### config.mk
export PLATFORM = sky130hd
export DESIGN_NAME = counter_step_sequencer
export DESIGN_NICKNAME = d
export VERILOG_FILES = /design/src/rtl/counter_pkg.sv /design/src/rtl/btn_debounce.sv /design/src/rtl/counter_step_sequencer.sv
export SDC_FILE = /design/constraint.sdc
export NUM_CORES = 1
export LEC_CHECK = 0
export BUFFER_PORTS_ARGS = -buffer_cell sky130_fd_sc_hd__buf_4
export CORE_ASPECT_RATIO = 1.2
export CORE_MARGIN = 2
export CORE_UTILIZATION = 45
export CTS_CLUSTER_DIAMETER = 50
export CTS_CLUSTER_SIZE = 30
export DETAILED_ROUTE_END_ITERATION = 6
export PLACE_DENSITY = 0.63
export SETUP_SLACK_MARGIN = 0.1
export SLEW_MARGIN = 20
export SYNTH_ARGS = -nofsm -noshare
export SYNTH_HDL_FRONTEND = slang
export SYNTH_SLANG_ARGS = --single-unit
### constraint.sdc
create_clock -name IN_CLK -period 10.3 [get_ports IN_CLK]
set_input_delay 1.545 -clock IN_CLK [delete_from_list [all_inputs] [get_ports IN_CLK]]
set_output_delay 1.545 -clock IN_CLK [all_outputs]
set_load 0.01 [all_outputs]
### src/rtl/counter_pkg.sv
// Shared types and constants for the button-driven count sequencer.
// Holds the FSM encoding, button indices and the saturating step helper.
package counter_pkg;

    localparam int COUNT_W = 32;
    localparam int IVL_W   = 16;
    localparam int BTN_W   = 5;

    localparam int BTN_FAST_DN = 0;
    localparam int BTN_UP      = 1;
    localparam int BTN_FAST_UP = 2;
    localparam int BTN_DN      = 3;
    localparam int BTN_CLR     = 4;

    typedef enum logic [2:0] {
        ST_IDLE,
        ST_HOLD,
        ST_REPEAT,
        ST_FAST,
        ST_LOCK
    } state_t;

    // Saturating +/-1; never wraps past 0 or max_val.
    function automatic logic [COUNT_W-1:0] sat_step(
        input logic [COUNT_W-1:0] cur,
        input logic               up,
        input logic [COUNT_W-1:0] max_val
    );
        if (up)
            return (cur < max_val) ? cur + COUNT_W'(1) : max_val;
        return (cur != '0) ? cur - COUNT_W'(1) : '0;
    endfunction

endpackage

### src/rtl/btn_debounce.sv
// Single-bit tick-sampled debouncer.
// level_nxt exposes the post-tick level so the caller can act on the same edge.
module btn_debounce #(
    parameter int DEB_TICKS = 2
) (
    input  logic clk,
    input  logic rst,
    input  logic tick,
    input  logic raw,
    output logic level,
    output logic level_nxt
);

    logic [3:0] run;
    logic [3:0] run_inc;
    logic       flip;

    assign run_inc   = run + 4'd1;
    assign flip      = tick && (raw != level) && (run_inc == 4'(DEB_TICKS));
    assign level_nxt = flip ? ~level : level;

    always_ff @(posedge clk) begin
        if (rst) begin
            run   <= '0;
            level <= 1'b0;
        end else if (tick) begin
            if (raw == level) begin
                run <= '0;
            end else if (flip) begin
                run   <= '0;
                level <= ~level;
            end else begin
                run <= run_inc;
            end
        end
    end

endmodule

### src/rtl/counter_step_sequencer.sv
// Debounced push-button sequencer owning the saturating 32-bit display count.
// Arbitrates step, hold-repeat, fast-run and clear on the 10 ms tick.
module counter_step_sequencer
    import counter_pkg::*;
#(
    parameter logic [COUNT_W-1:0] MAX_VAL       = 32'd99999999,
    parameter int                 DEB_TICKS     = 2,
    parameter int                 REPEAT_DELAY  = 50,
    parameter int                 REPEAT_PERIOD = 10
) (
    input  logic               IN_CLK,
    input  logic               IN_RST,
    input  logic               IN_TICK,
    input  logic               ENABLE,
    input  logic [BTN_W-1:0]   IN_BTN,
    output logic [COUNT_W-1:0] OUT_COUNT,
    output logic               OUT_AT_MAX,
    output logic               OUT_AT_MIN,
    output logic               OUT_REPEATING,
    output logic               OUT_LOCK
);

    logic               act;
    logic [BTN_W-1:0]   deb_q;
    logic [BTN_W-1:0]   deb_n;
    state_t             state;
    state_t             state_n;
    logic [IVL_W-1:0]   ivl;
    logic [IVL_W-1:0]   ivl_n;
    logic [IVL_W-1:0]   ivl_inc;
    logic [COUNT_W-1:0] count_n;
    logic               do_step;
    logic               step_up;
    logic               clr_rise;
    logic               multi;
    logic               hold_any;
    logic               fast_any;

    assign act = IN_TICK & ENABLE;

    for (genvar g = 0; g < BTN_W; g++) begin : g_deb
        btn_debounce #(
            .DEB_TICKS(DEB_TICKS)
        ) u_deb (
            .clk      (IN_CLK),
            .rst      (IN_RST),
            .tick     (act),
            .raw      (IN_BTN[g]),
            .level    (deb_q[g]),
            .level_nxt(deb_n[g])
        );
    end

    assign clr_rise = deb_n[BTN_CLR] & ~deb_q[BTN_CLR];
    assign multi    = $countones(deb_n[3:0]) > 1;
    assign hold_any = deb_n[BTN_UP] | deb_n[BTN_DN];
    assign fast_any = deb_n[BTN_FAST_UP] | deb_n[BTN_FAST_DN];
    assign ivl_inc  = ivl + IVL_W'(1);

    always_comb begin
        state_n = state;
        ivl_n   = ivl;
        do_step = 1'b0;
        step_up = 1'b0;
        if (clr_rise) begin
            state_n = ST_LOCK;
        end else begin
            unique case (state)
                ST_IDLE: begin
                    if (multi) begin
                        state_n = ST_LOCK;
                    end else if (hold_any) begin
                        do_step = 1'b1;
                        step_up = deb_n[BTN_UP];
                        ivl_n   = '0;
                        state_n = ST_HOLD;
                    end else if (fast_any) begin
                        do_step = 1'b1;
                        step_up = deb_n[BTN_FAST_UP];
                        state_n = ST_FAST;
                    end
                end
                ST_HOLD, ST_REPEAT: begin
                    if (multi) begin
                        state_n = ST_LOCK;
                    end else if (!hold_any) begin
                        state_n = ST_IDLE;
                    end else begin
                        ivl_n = ivl_inc;
                        // HOLD waits the initial delay, REPEAT the period.
                        if (ivl_inc >= ((state == ST_HOLD)
                                ? IVL_W'(REPEAT_DELAY)
                                : IVL_W'(REPEAT_PERIOD))) begin
                            do_step = 1'b1;
                            step_up = deb_n[BTN_UP];
                            ivl_n   = '0;
                            state_n = ST_REPEAT;
                        end
                    end
                end
                ST_FAST: begin
                    if (multi) begin
                        state_n = ST_LOCK;
                    end else if (!fast_any) begin
                        state_n = ST_IDLE;
                    end else begin
                        do_step = 1'b1;
                        step_up = deb_n[BTN_FAST_UP];
                    end
                end
                ST_LOCK: begin
                    if (deb_n == '0)
                        state_n = ST_IDLE;
                end
                default: state_n = ST_IDLE;
            endcase
        end
    end

    always_comb begin
        count_n = OUT_COUNT;
        if (clr_rise)
            count_n = '0;
        else if (do_step)
            count_n = sat_step(OUT_COUNT, step_up, MAX_VAL);
    end

    always_ff @(posedge IN_CLK) begin
        if (IN_RST) begin
            state         <= ST_IDLE;
            ivl           <= '0;
            OUT_COUNT     <= '0;
            OUT_AT_MAX    <= 1'b0;
            OUT_AT_MIN    <= 1'b1;
            OUT_REPEATING <= 1'b0;
            OUT_LOCK      <= 1'b0;
        end else if (act) begin
            state         <= state_n;
            ivl           <= ivl_n;
            OUT_COUNT     <= count_n;
            OUT_AT_MAX    <= (count_n == MAX_VAL);
            OUT_AT_MIN    <= (count_n == '0);
            OUT_REPEATING <= (state_n == ST_REPEAT) || (state_n == ST_FAST);
            OUT_LOCK      <= (state_n == ST_LOCK);
        end
    end

endmodule

# --- Word level (Yosys, flattened, before mapping) ---
# Index checks and enable logic that the tools add are counted.
classes:
  n_reduce_logical: 23
  div_mod_pow: 0
  n_addsub: 11
  n_shift: 0
  n_lt_le_gt_ge: 3
  bitwise: 15
  eq_ne: 27
  mul: 0
  muxes: 60
op_table:
  columns: ["operator", "n"]
  rows:
  - ["$mux W32", 6]
  - ["$mux W16", 5]
  - ["$mux W4", 10]
  - ["$add A32 B1 Y32 const B", 1]
  - ["$eq A32 B27 Y1 const B", 1]
  - ["$logic_not A32 Y1", 1]
  - ["$lt A32 B27 Y1 const B", 1]
  - ["$pmux W16 S2", 1]
  - ["$reduce_bool A32 Y1", 1]
  - ["$sub A32 B1 Y32 const B", 1]
  - ["$mux W3", 10]
  - ["$mux W1", 24]
  - ["$add A4 B1 Y4 const B", 5]
  - ["$eq A4 B2 Y1 const B", 5]
  - ["$add A16 B1 Y16 const B", 1]
  - ["$ge A16 B6 Y1", 1]
  - ["$eq A3 B2 Y1 const B", 4]
  - ["$pmux W3 S4", 1]
  - ["$not A1 Y1", 11]
  - ["$logic_and A1 B1 Y1", 10]
  - ["$reduce_and A2 Y1", 5]
  - ["$ne A2 B2 Y1 const B", 4]
  - ["$reduce_and A7 Y1", 1]
  - ["$eq A3 B3 Y1 const B", 2]
  - ["15 further kinds", 27]
word_totals:
  ram_bits: 0
  in_bits: 9
  word_cells: 156
  memories: 0
  output_inout_bits: 36
  latchBits: 0
  regBits: 80
  mem_bits_ro: 0

# --- Depth between registers and ports, before layout ---
# Gate-level depths: netlist of the first run.
logic_depth:
  ltp_word: 17
  depth_mapped: 19
  depth_no_buf: 16

# --- Modules after synthesis ---
# Synthesis of the first run repeated with hierarchy kept, for this count alone.
hier_totals:
  cells_unflattened: 905
  area_unflattened_um2: 6757.7
by_module_without_submodules:
  columns: ["mod", "seq_area_each_um2", "area_each_um2", "n_inst", "cells_each"]
  rows:
  - ["counter_step_sequencer", 1101.1, 5087.4, 1, 715]
  - ["btn_debounce", 100.1, 334.1, 5, 38]

# --- Worst setup path after synthesis of the first run ---
# No wires, ideal clock.
synth_timing:
  path_kind: "input-to-reg"
  start: "input port IN_TICK"
  end: "register OUT_AT_MIN"
  t_required_ps: 10204
  path_slack_ps: 4993
  arrival_time_ps: 5212
  setup_ps: 96
  stages: 17
  path_buffers: 3
  cell_sequence: "and2_1 clkbuf_1 nand4b_1 o22ai_1 nor2_1 inv_1 fa_1 a2111oi_2 buf_4 nand4_2 buf_2 a311oi_1 o2bb2ai_1 nor3_1 a41oi_1 or4b_4 o41ai_2"
synth_between:
  elab_chain_cells: 17
  word_cells_on_any_way: 47
  classes_between: "add/sub: 3; order compare: 1; mux: 28; bitwise: 4; reduce/logical: 11"
synth_lines:
  columns: ["element", "line_no", "rtl"]
  rows:
  - ["start: declaration", "counter_step_sequencer.sv:13", "input logic IN_TICK,"]
  - ["$and A1 B1 Y1 *", "counter_step_sequencer.sv:39", "assign act = IN_TICK & ENABLE;"]
  - ["$logic_and A1 B1 Y1 * (2 in a row)", "btn_debounce.sv:19", "assign flip = tick && (raw != level) && (run_inc == 4'(DEB_TICKS));"]
  - ["$mux W1 *", "btn_debounce.sv:20", "assign level_nxt = flip ? ~level : level;"]
  - ["via g_deb[1].u_deb.level_nxt", "btn_debounce.sv:11", "output logic level_nxt"]
  - ["$add A1 B1 Y2 (not written as such)", "counter_step_sequencer.sv:55", "assign multi = $countones(deb_n[3:0]) > 1;"]
  - ["$add A2 B2 Y3 (not written as such)", "counter_step_sequencer.sv:55", null]
  - ["$gt A3 B1 Y1", "counter_step_sequencer.sv:55", null]
  - ["$mux W1, on equally long branches", "counter_step_sequencer.sv:102, counter_step_sequencer.sv:70, counter_step_sequencer.sv:84", null]
  - ["$pmux W1 S3", "counter_step_sequencer.sv:68", "unique case (state)"]
  - ["$mux W1", "counter_step_sequencer.sv:65", "if (clr_rise) begin"]
  - ["$mux W1", "counter_pkg.sv:29", "if (up)"]
  - ["$mux W1", "counter_step_sequencer.sv:124", "else if (do_step)"]
  - ["$mux W1", "counter_step_sequencer.sv:122", "if (clr_rise)"]
  - ["$mux W32", "counter_pkg.sv:31", "return (cur != '0) ? cur - COUNT_W'(1) : '0;"]
  - ["$mux W32 *", "counter_step_sequencer.sv:124", null]
  - ["$mux W32 *", "counter_step_sequencer.sv:122", null]
  - ["$logic_not A32 Y1 *", "counter_step_sequencer.sv:142", "OUT_AT_MIN <= (count_n == '0);"]
  - ["end signal: assignment", "counter_step_sequencer.sv:142", null]
  - ["end: declaration", "counter_step_sequencer.sv:18", "output logic OUT_AT_MIN,"]
# The timed path passes the listed nets; every way through them passes the cells marked *. The select of a mux whose other input is x is not followed.
# A chain may end at the register's enable or synchronous reset.

# --- Worst setup path after layout of the first run ---
# Same ends and word-level chain as after synthesis.

==> results.env, run 1 <==
FP.DIEAREA_MM2=0.01481
HPWLAFTERDP_MM=14.38
YS_SEQ_AREA_FRAC=0.2570
P_SEQ_FRAC=0.355
FLOORPLAN.INITIALDENSITY=0.4567
VIAS=6831
SYNTH-WARNING-COUNT=0
SYNTH.CELLS.MOST_FREQUENT='sky130_fd_sc_hd__nor2_1, sky130_fd_sc_hd__dfxtp_1, sky130_fd_sc_hd__nand2_1, sky130_fd_sc_hd__a21oi_1, sky130_fd_sc_hd__clkbuf_1'
SYN2LAYOUT_AREA_GROWTH_PCT=11.53
SLEW_HEADROOM=0.2864
ROOT_BUFFER='sky130_fd_sc_hd__clkbuf_16'
WORSTHOLDSTART='OUT_REPEATING'
TRITONCTS_CLOCK_TREE='built'
HOLDBUFCOUNTCTS=0
P_SW_FRAC=0.3226
CLOCK_LATENCY_OF_THE_LATER_CLOCKED_REGISTER_IN_THE_WORST_SKEW_PAIR_NS=0.35
YS_DOMINANT_REG_CELL='sky130_fd_sc_hd__dfxtp_1'
WORST_PATH_MAX_DELAY_CELL='sky130_fd_sc_hd__or4b_4'
DRT-TOTAL-WL_MM=20.88
DR.FIRST_ITER.DRC_COUNT=495
NUMPORTBUFFERS=44
LAYOUT.CORE_UTILIZATION=0.5094
CRITICAL_PATH_ARRIVAL_NS=6.14
R2R_CELLS=17
TIMING.CRITICAL_PATH.TO_TYPE='flip-flop'
POSTSYNTHNETCOUNT=888
RR_STARTPOINT='g_deb[0].u_deb.run[0]'
PLACEMENT_ROW_COUNT=47
WORSTPATHCELLLIST='buf_4, and2_1, buf_4, nand2_1, o221a_2, nor2_1, inv_1, fa_1, a2111oi_2, buf_4, and4_4, or3_1, a31oi_1, a2111oi_2, a41oi_1, or4b_4, o41ai_2'
CP_TOP_DELAY_FAMILY='simple AND/OR/NAND/NOR gates'
COMBINATIONALPOWERSHARE=0.235
DESIGN.FINAL.NETS=890
YOSYSTOPAREACELLSHARE=0.2570
POST_CTS_GATE_RESIZE_COUNT=0
TIMING.CLOCK.SKEW_NS=0.006659
NETLIST.TOP_CELL.BY_AREA='sky130_fd_sc_hd__dfxtp_1'
REPORT.FINAL.HOLD_VIOL_COUNT=0
TOTAL_LEAKAGE_POWER_nW=2.519
DIE_WIDTH_UM=111.4
DRT-WIRELENGTH-PER-CELL_UM=20.16
MAX_CAP_VIOLATIONS=0
CTS_MAX_LEVEL=3
GRT_ANTENNA_BEFORE_REPAIR=0
ACTUAL_SLEW_AT_THE_WORST_MAX_SLEW_PIN_NS=1.061
BIGGEST_AREA_CONTRIBUTORS_IN_THE_SYNTHESIZED_NETLIST='sky130_fd_sc_hd__dfxtp_1, sky130_fd_sc_hd__nor2_1, sky130_fd_sc_hd__a21oi_1'
HOLD_CRIT_PATH_TYPE='reg -> reg'
DETAILEDROUTE.FIRSTPASSITERATIONCOUNT=6
RESULT_OF_THE_RUN='completed'
BUFFER_COUNT_FROM_POST_CTS_SETUP_FIXING=0
VIASPERCELL=6.594
CRIT_REQUIRED_NS=10.56
SYN_AVG_CELL_AREA_UM2=7.262
CRITPATHMAXFANOUT=49
P_INT_mW=0.6348
SYNTHMOSTINSTANTIATEDCELL='sky130_fd_sc_hd__nor2_1'
SYNTH-SEQ-CELLS=80
YS_TYPES=82
SLEW_VIOLATIONS=0
FF2FF_SETUP_SLACK_NS=5.35
CTS.CLK_SLEW.WORST_PATHS_NS=0.07
NUM_IO_PINS=45
WORST_HOLD_PATH.ENDPOINT='OUT_REPEATING'
FINAL_LAYOUT_SIZE_SUFFIX_GT1_FRAC=0.1145
MAX_FREQ_MHz=170.1
TOTALNEGATIVESETUPSLACK_NS=0
FIRST_GLOBAL_VIAS=6388
GRT_START_MAX_NET_PINS=73
IR_DROP_mV=0.06678
SETUP_VIOL=0
CP_NUM_BUF_INV=4
GRT_PASS1_WL_MM=33.55
POWER_mW=0.9370
NETLIST_AREA_MM2=0.006231
POWER_DENSITY_mW_PER_MM2=134.8
STARTPOINT_TYPE='input pin'
CP_COMMON_CELL='sky130_fd_sc_hd__buf_4'
SYNTH_ASYNC_SR_FLOP_SHARE=0
CTS_NUM_SINKS=80
SYNTHESIS.INSTANCES=858
DETAIL-ROUTE-ANTENNA-NETS=0
TIMING_WORST_SETUP_PATH_TYPE='in -> reg'
INSERTEDDIODECOUNT=0
DIE-HEIGHT_UM=132.9
TOTAL_OVERFLOW_REPORTED_BY_THE_GLOBAL_ROUTER=0
CTS_BUFFERS=9
TIMING.RR.END='OUT_AT_MIN'
CTSLONGESTPATHBUFFERS=2
WHS_PATH_DEPTH=2
P_SW_mW=0.3022
GP_CONGESTION=0.9457
POST_LAYOUT_MIN_PERIOD_NS=5.878
FINALCRITPERIODSHARE=0.5707
UNREPAIRED_SETUP_ENDPOINTS_AFTER_GLOBAL_ROUTING='false'
P_CLK_FRAC=0.410
CRITPATHMAXSTAGEDELAY_NS=0.53
PLACEABLECOREAREA_MM2=0.01364
GRT_UTIL_OVERALL=0.2795
ROUTE.DETAILED.DRC=0
SYNTH_ENABLE_FLOP_CELLS=0
==> registers in the layout (all words and copies together) (netlist names) <==
signal             count
OUT_COUNT             32
OUT_AT_MIN             1
g_deb.u_deb.run       20
state                  3
OUT_LOCK               1
g_deb.u_deb.level      5
OUT_REPEATING          1
OUT_AT_MAX             1
ivl                   16
==> worst register-to-register path, delay by kind of cell (launching register included) <==
kind / cells / cell delay [ns]
flip-flops: 1 / 0.37
AO/OA/AOI/OAI: 8 / 1.77
buffers and inverters: 2 / 0.35
AND/OR/NAND/NOR: 5 / 1.61
adder cells (fa/ha/maj): 2 / 0.76
==> cells by family after synthesis <==
group / synth area share
adders and majority gates: 0.04337
and+or+nand+nor: 0.3305
DFF: 0.2570
muxes: 0.01064
buffers and inverters: 0.05763
AOI/OAI and AO/OA: 0.2615
xor gates and xnor gates: 0.03936
==> stage by stage <==
step | cells | instance area [µm²] | hold WS [ns] | setup WS, ns
6_report | 1036 | 6949 | 0.4820 | 4.422
5_1_grt | 1036 | 6949 | 0.5180 | 4.131
4_1_cts | 1036 | 6949 | 0.4858 | 4.495
3_5_place_dp | 1020 | 6594 | 0.4774 | 4.140
3_3_place_gp | 1020 | 6594 | 0.4725 | 4.214
2_1_floorplan | 858 | 6231 | 0.4695 | 4.993
==> metal layers <==
| metal | wire length (µm) | global-route usage |
|---|---|---|
| met5 | 0 | 0 |
| met4 | 1129 | 0.1646 |
| met3 | 1361 | 0.03481 |
| met2 | 9835 | 0.4658 |
| met1 | 8554 | 0.3463 |
==> power by group through the flow <==
stage                     registers [mW]  logic, mW  clock network [mW]
after global placement             0.339      0.212                   0
final                              0.333      0.220               0.384
after CTS                          0.332      0.213               0.393
after floorplan                    0.331      0.154                   0
after global routing               0.334      0.237               0.403
after detailed placement           0.339      0.212                   0
==> cell type report <==
type / instances / area, µm²
clock buffer: 10 / 239.0
clock inverter: 6 / 116.4
fill: 1401 / 6694
inverter: 23 / 86.33
multi-input combinational: 691 / 4279
sequential: 80 / 1602
tap: 171 / 214.0
timing repair buffer: 55 / 412.9
==> worst max path at each step <==
stage | startpoint | to | slack, ns | cells past startpoint
global route | IN_TICK | OUT_AT_MIN | 4.13 | 18
detailed placement | IN_TICK | OUT_AT_MIN | 4.14 | 17
global placement | IN_TICK | OUT_AT_MIN | 4.21 | 17
CTS | IN_TICK | OUT_AT_MIN | 4.49 | 17
floorplan | IN_TICK | OUT_AT_MIN | 4.99 | 17
finish | IN_TICK | OUT_AT_MIN | 4.42 | 17
==> cells in the final DEF, fill, tap and decap left out, types with 7 or more instances in the layout <==
cell type	Yosys	layout
sky130_fd_sc_hd__nand3_1	42	42
sky130_fd_sc_hd__nand2_1	69	68
sky130_fd_sc_hd__nand4b_1	7	7
sky130_fd_sc_hd__a22oi_1	8	8
sky130_fd_sc_hd__o21ai_0	43	43
sky130_fd_sc_hd__or4_1	11	11
sky130_fd_sc_hd__xnor2_1	19	19
sky130_fd_sc_hd__ha_1	20	20
sky130_fd_sc_hd__and3_1	12	12
sky130_fd_sc_hd__nor2_1	114	114
sky130_fd_sc_hd__nor4b_1	7	7
sky130_fd_sc_hd__nor4_1	13	12
sky130_fd_sc_hd__dfxtp_1	80	80
sky130_fd_sc_hd__or3_1	13	13
sky130_fd_sc_hd__o22ai_1	7	7
sky130_fd_sc_hd__buf_4	1	55
sky130_fd_sc_hd__nand4_1	18	18
sky130_fd_sc_hd__clkbuf_16	0	9
sky130_fd_sc_hd__a31oi_1	21	21
sky130_fd_sc_hd__o211ai_1	8	8
sky130_fd_sc_hd__and2_1	17	17
sky130_fd_sc_hd__a32oi_1	8	8
sky130_fd_sc_hd__a211oi_1	12	12
sky130_fd_sc_hd__xor2_1	9	9
sky130_fd_sc_hd__a21oi_1	68	68
sky130_fd_sc_hd__inv_1	23	23
sky130_fd_sc_hd__nor3_1	34	34
No activity file was read; power rests on OpenSTA's default activity.
==> run 2, diff against run 1 <==
==> constraint.sdc (replaced) <==
create_clock -name IN_CLK -period 6.02 [get_ports IN_CLK]
set_input_delay 0.903 -clock IN_CLK [delete_from_list [all_inputs] [get_ports IN_CLK]]
set_output_delay 0.903 -clock IN_CLK [all_outputs]
set_load 0.01 [all_outputs]
==> results.env, run 2 (synthesis results as in run 1) <==
INSERTEDDIODECOUNT=0  # unchanged
ACTUAL_SLEW_AT_THE_WORST_MAX_SLEW_PIN_NS=1.080  # was 1.061 ns
RESULT_OF_THE_RUN='completed'  # unchanged
TOTAL_LEAKAGE_POWER_nW=2.508  # was 2.519 nW
DRT-WIRELENGTH-PER-CELL_UM=19.69  # was 20.16 µm
CTSLONGESTPATHBUFFERS=2  # unchanged
TOTALNEGATIVESETUPSLACK_NS=0  # unchanged
CRITICAL_PATH_ARRIVAL_NS=5.48  # was 6.14 ns
BUFFER_COUNT_FROM_POST_CTS_SETUP_FIXING=0  # unchanged
VIASPERCELL=6.536  # was 6.594
STARTPOINT_TYPE='input pin'  # unchanged
FINALCRITPERIODSHARE=0.8699
CTS_BUFFERS=9  # unchanged
SYN2LAYOUT_AREA_GROWTH_PCT=11.06  # was 11.53%
CRIT_REQUIRED_NS=6.26  # was 10.56 ns
LARGEST_REGISTER='OUT_COUNT'  # unchanged
GRT_ANTENNA_BEFORE_REPAIR=0  # unchanged
MOST-COMMON-LAYOUT-CELLS='sky130_fd_sc_hd__nor2_1, sky130_fd_sc_hd__dfxtp_1, sky130_fd_sc_hd__nand2_1, sky130_fd_sc_hd__a21oi_1, sky130_fd_sc_hd__buf_4'  # unchanged
LARGESTREGISTERS='OUT_COUNT (32), g_deb.u_deb.run (20), ivl (16)'  # unchanged
ROUTE.DETAILED.DRC=0  # unchanged
FIRST_GLOBAL_VIAS=6407  # was 6388
WHS_PATH_DEPTH=2  # unchanged
FINAL.FILL_COUNT=1392  # was 1401
TOTAL_OVERFLOW_REPORTED_BY_THE_GLOBAL_ROUTER=0  # unchanged
POST_LAYOUT_MIN_PERIOD_NS=5.237
UNREPAIRED_SETUP_ENDPOINTS_AFTER_GLOBAL_ROUTING='false'  # unchanged
POWER_DENSITY_mW_PER_MM2=217.4  # was 134.8 mW/mm²
MAX_CAP_VIOLATIONS=0  # unchanged
NUMPORTBUFFERS=44  # unchanged
FINAL_LAYOUT_SIZE_SUFFIX_GT1_FRAC=0.1175  # was 0.1145
PLACEABLECOREAREA_MM2=0.01364  # unchanged
POWER_mW=1.504  # was 0.9370 mW
TRITONCTS_CLOCK_TREE='built'  # unchanged
MOST_COMMON_CELL_AFTER_LAYOUT_FILL_AND_TAPS_ASIDE='sky130_fd_sc_hd__nor2_1'  # unchanged
DR.FIRST_ITER.DRC_COUNT=584  # was 495
DETAILEDROUTE.FIRSTPASSITERATIONCOUNT=5  # was 6
TIMING.CLOCK.SKEW_NS=0.009452  # was 0.006659 ns
SLEW_VIOLATIONS=0  # unchanged
DRT-TOTAL-WL_MM=20.46  # was 20.88 mm
LARGEST_REGISTER_FFS=32  # unchanged
DESIGN.FINAL.NETS=893  # was 890
SETUP_VIOL=0  # unchanged
ROOT_BUFFER='sky130_fd_sc_hd__clkbuf_16'  # unchanged
LAYOUT.CORE_UTILIZATION=0.5072  # was 0.5094
CTS_NUM_SINKS=80  # unchanged
CTS.CLK_SLEW.WORST_PATHS_NS=0.06  # was 0.07 ns
WORST_HOLD_SLACK_NS=0.4801  # was 0.4820 ns
CLOCK_LATENCY_OF_THE_LATER_CLOCKED_REGISTER_IN_THE_WORST_SKEW_PAIR_NS=0.35  # about the same
REPORT.FINAL.HOLD_VIOL_COUNT=0  # unchanged
HOLD_CRIT_PATH_TYPE='reg -> reg'  # unchanged
GRT_PASS1_WL_MM=33.08  # was 33.55 mm
GP_CONGESTION=0.9391  # was 0.9457
DETAIL-ROUTE-ANTENNA-NETS=0  # unchanged
CRITPATHMAXFANOUT=30  # was 49
HPWLAFTERDP_MM=14.40  # was 14.38 mm
TIMING.CRITICAL_PATH.TO_TYPE='flip-flop'  # unchanged
MAX_FREQ_MHz=191.0
CTS_MAX_LEVEL=3  # unchanged
NUM_IO_PINS=45  # unchanged
SLEW_HEADROOM=0.2776  # was 0.2864
GRT_START_MAX_NET_PINS=73  # unchanged
R2R_CELLS=17  # unchanged
PLACEMENT_ROW_COUNT=47  # unchanged
VIAS=6791  # was 6831
DIE_WIDTH_UM=111.4  # unchanged
FP.DIEAREA_MM2=0.01481  # unchanged
POST_CTS_GATE_RESIZE_COUNT=0  # unchanged
DIE-HEIGHT_UM=132.9  # unchanged
IR_DROP_mV=0.1690  # was 0.06678 mV
GRT_UTIL_OVERALL=0.2732  # was 0.2795
FLOORPLAN.INITIALDENSITY=0.4567  # unchanged
TIMING_WORST_SETUP_PATH_TYPE='in -> reg'  # unchanged
HOLDBUFCOUNTCTS=0  # unchanged
[run 2: where the power goes]
group / switching (mW) / internal (mW) / leakage (nW)
combinational: 0.247 / 0.128 / 1.71
clock: 0.238 / 0.322 / 0.146
sequential: 0.0286 / 0.541 / 0.648
[run 2: metal layers]
metal,wire (µm),up-vias,track usage,share of wire
li1,-,3207,-,-
met1,8316,3223,0.3392,0.41
met2,9952,291,0.4661,0.49
met3,1279,70,0.04123,0.063
met4,915,0,0.1262,0.045
met5,0,-,0,0
[run 2: final cells by class]
cell class / count / area, µm² / share of cell area
Tap cell: 171 / 214.0 / 0.03092
Multi-Input combinational cell: 691 / 4288 / 0.6196
Sequential cell: 80 / 1602 / 0.2314
Clock inverter: 7 / 70.07 / 0.01012
Clock buffer: 9 / 225.2 / 0.03254
Timing Repair Buffer: 58 / 435.4 / 0.06292
Inverter: 23 / 86.33 / 0.01248
[run 2: worst paths after layout]
kind | startpoint | end | slack (ns)
worst min-delay path | OUT_REPEATING | OUT_REPEATING | 0.48
worst max register to register | g_deb[0].u_deb.run[0] | OUT_AT_MIN | 0.91
worst max-delay path | IN_TICK | OUT_AT_MIN | 0.78
worst min register to register | OUT_REPEATING | OUT_REPEATING | 0.48
[run 2: worst max-delay path: stages]
cell and delay, ns:
sky130_fd_sc_hd__buf_4 0.09, sky130_fd_sc_hd__and2_1 0.48, sky130_fd_sc_hd__nand2_1 0.11, sky130_fd_sc_hd__o221a_2 0.32
sky130_fd_sc_hd__nor2_1 0.21, sky130_fd_sc_hd__inv_1 0.09, sky130_fd_sc_hd__fa_1 0.48, sky130_fd_sc_hd__a2111oi_2 0.32
sky130_fd_sc_hd__buf_4 0.26, sky130_fd_sc_hd__and4_4 0.48, sky130_fd_sc_hd__or3_1 0.20, sky130_fd_sc_hd__a31oi_1 0.10
sky130_fd_sc_hd__a2111oi_2 0.35, sky130_fd_sc_hd__a41oi_1 0.18, sky130_fd_sc_hd__or4b_4 0.54, sky130_fd_sc_hd__o41ai_2 0.35
[run 2: stage by stage]
stage	instance area [µm²]	std cells	worst slack [ns]
6_report	6920	1039	0.7834
3_5_place_dp	6625	1023	0.4624
2_1_floorplan	6231	858	1.355
5_1_grt	6920	1039	0.4915
4_1_cts	6920	1039	0.8316
3_3_place_gp	6625	1023	0.6099
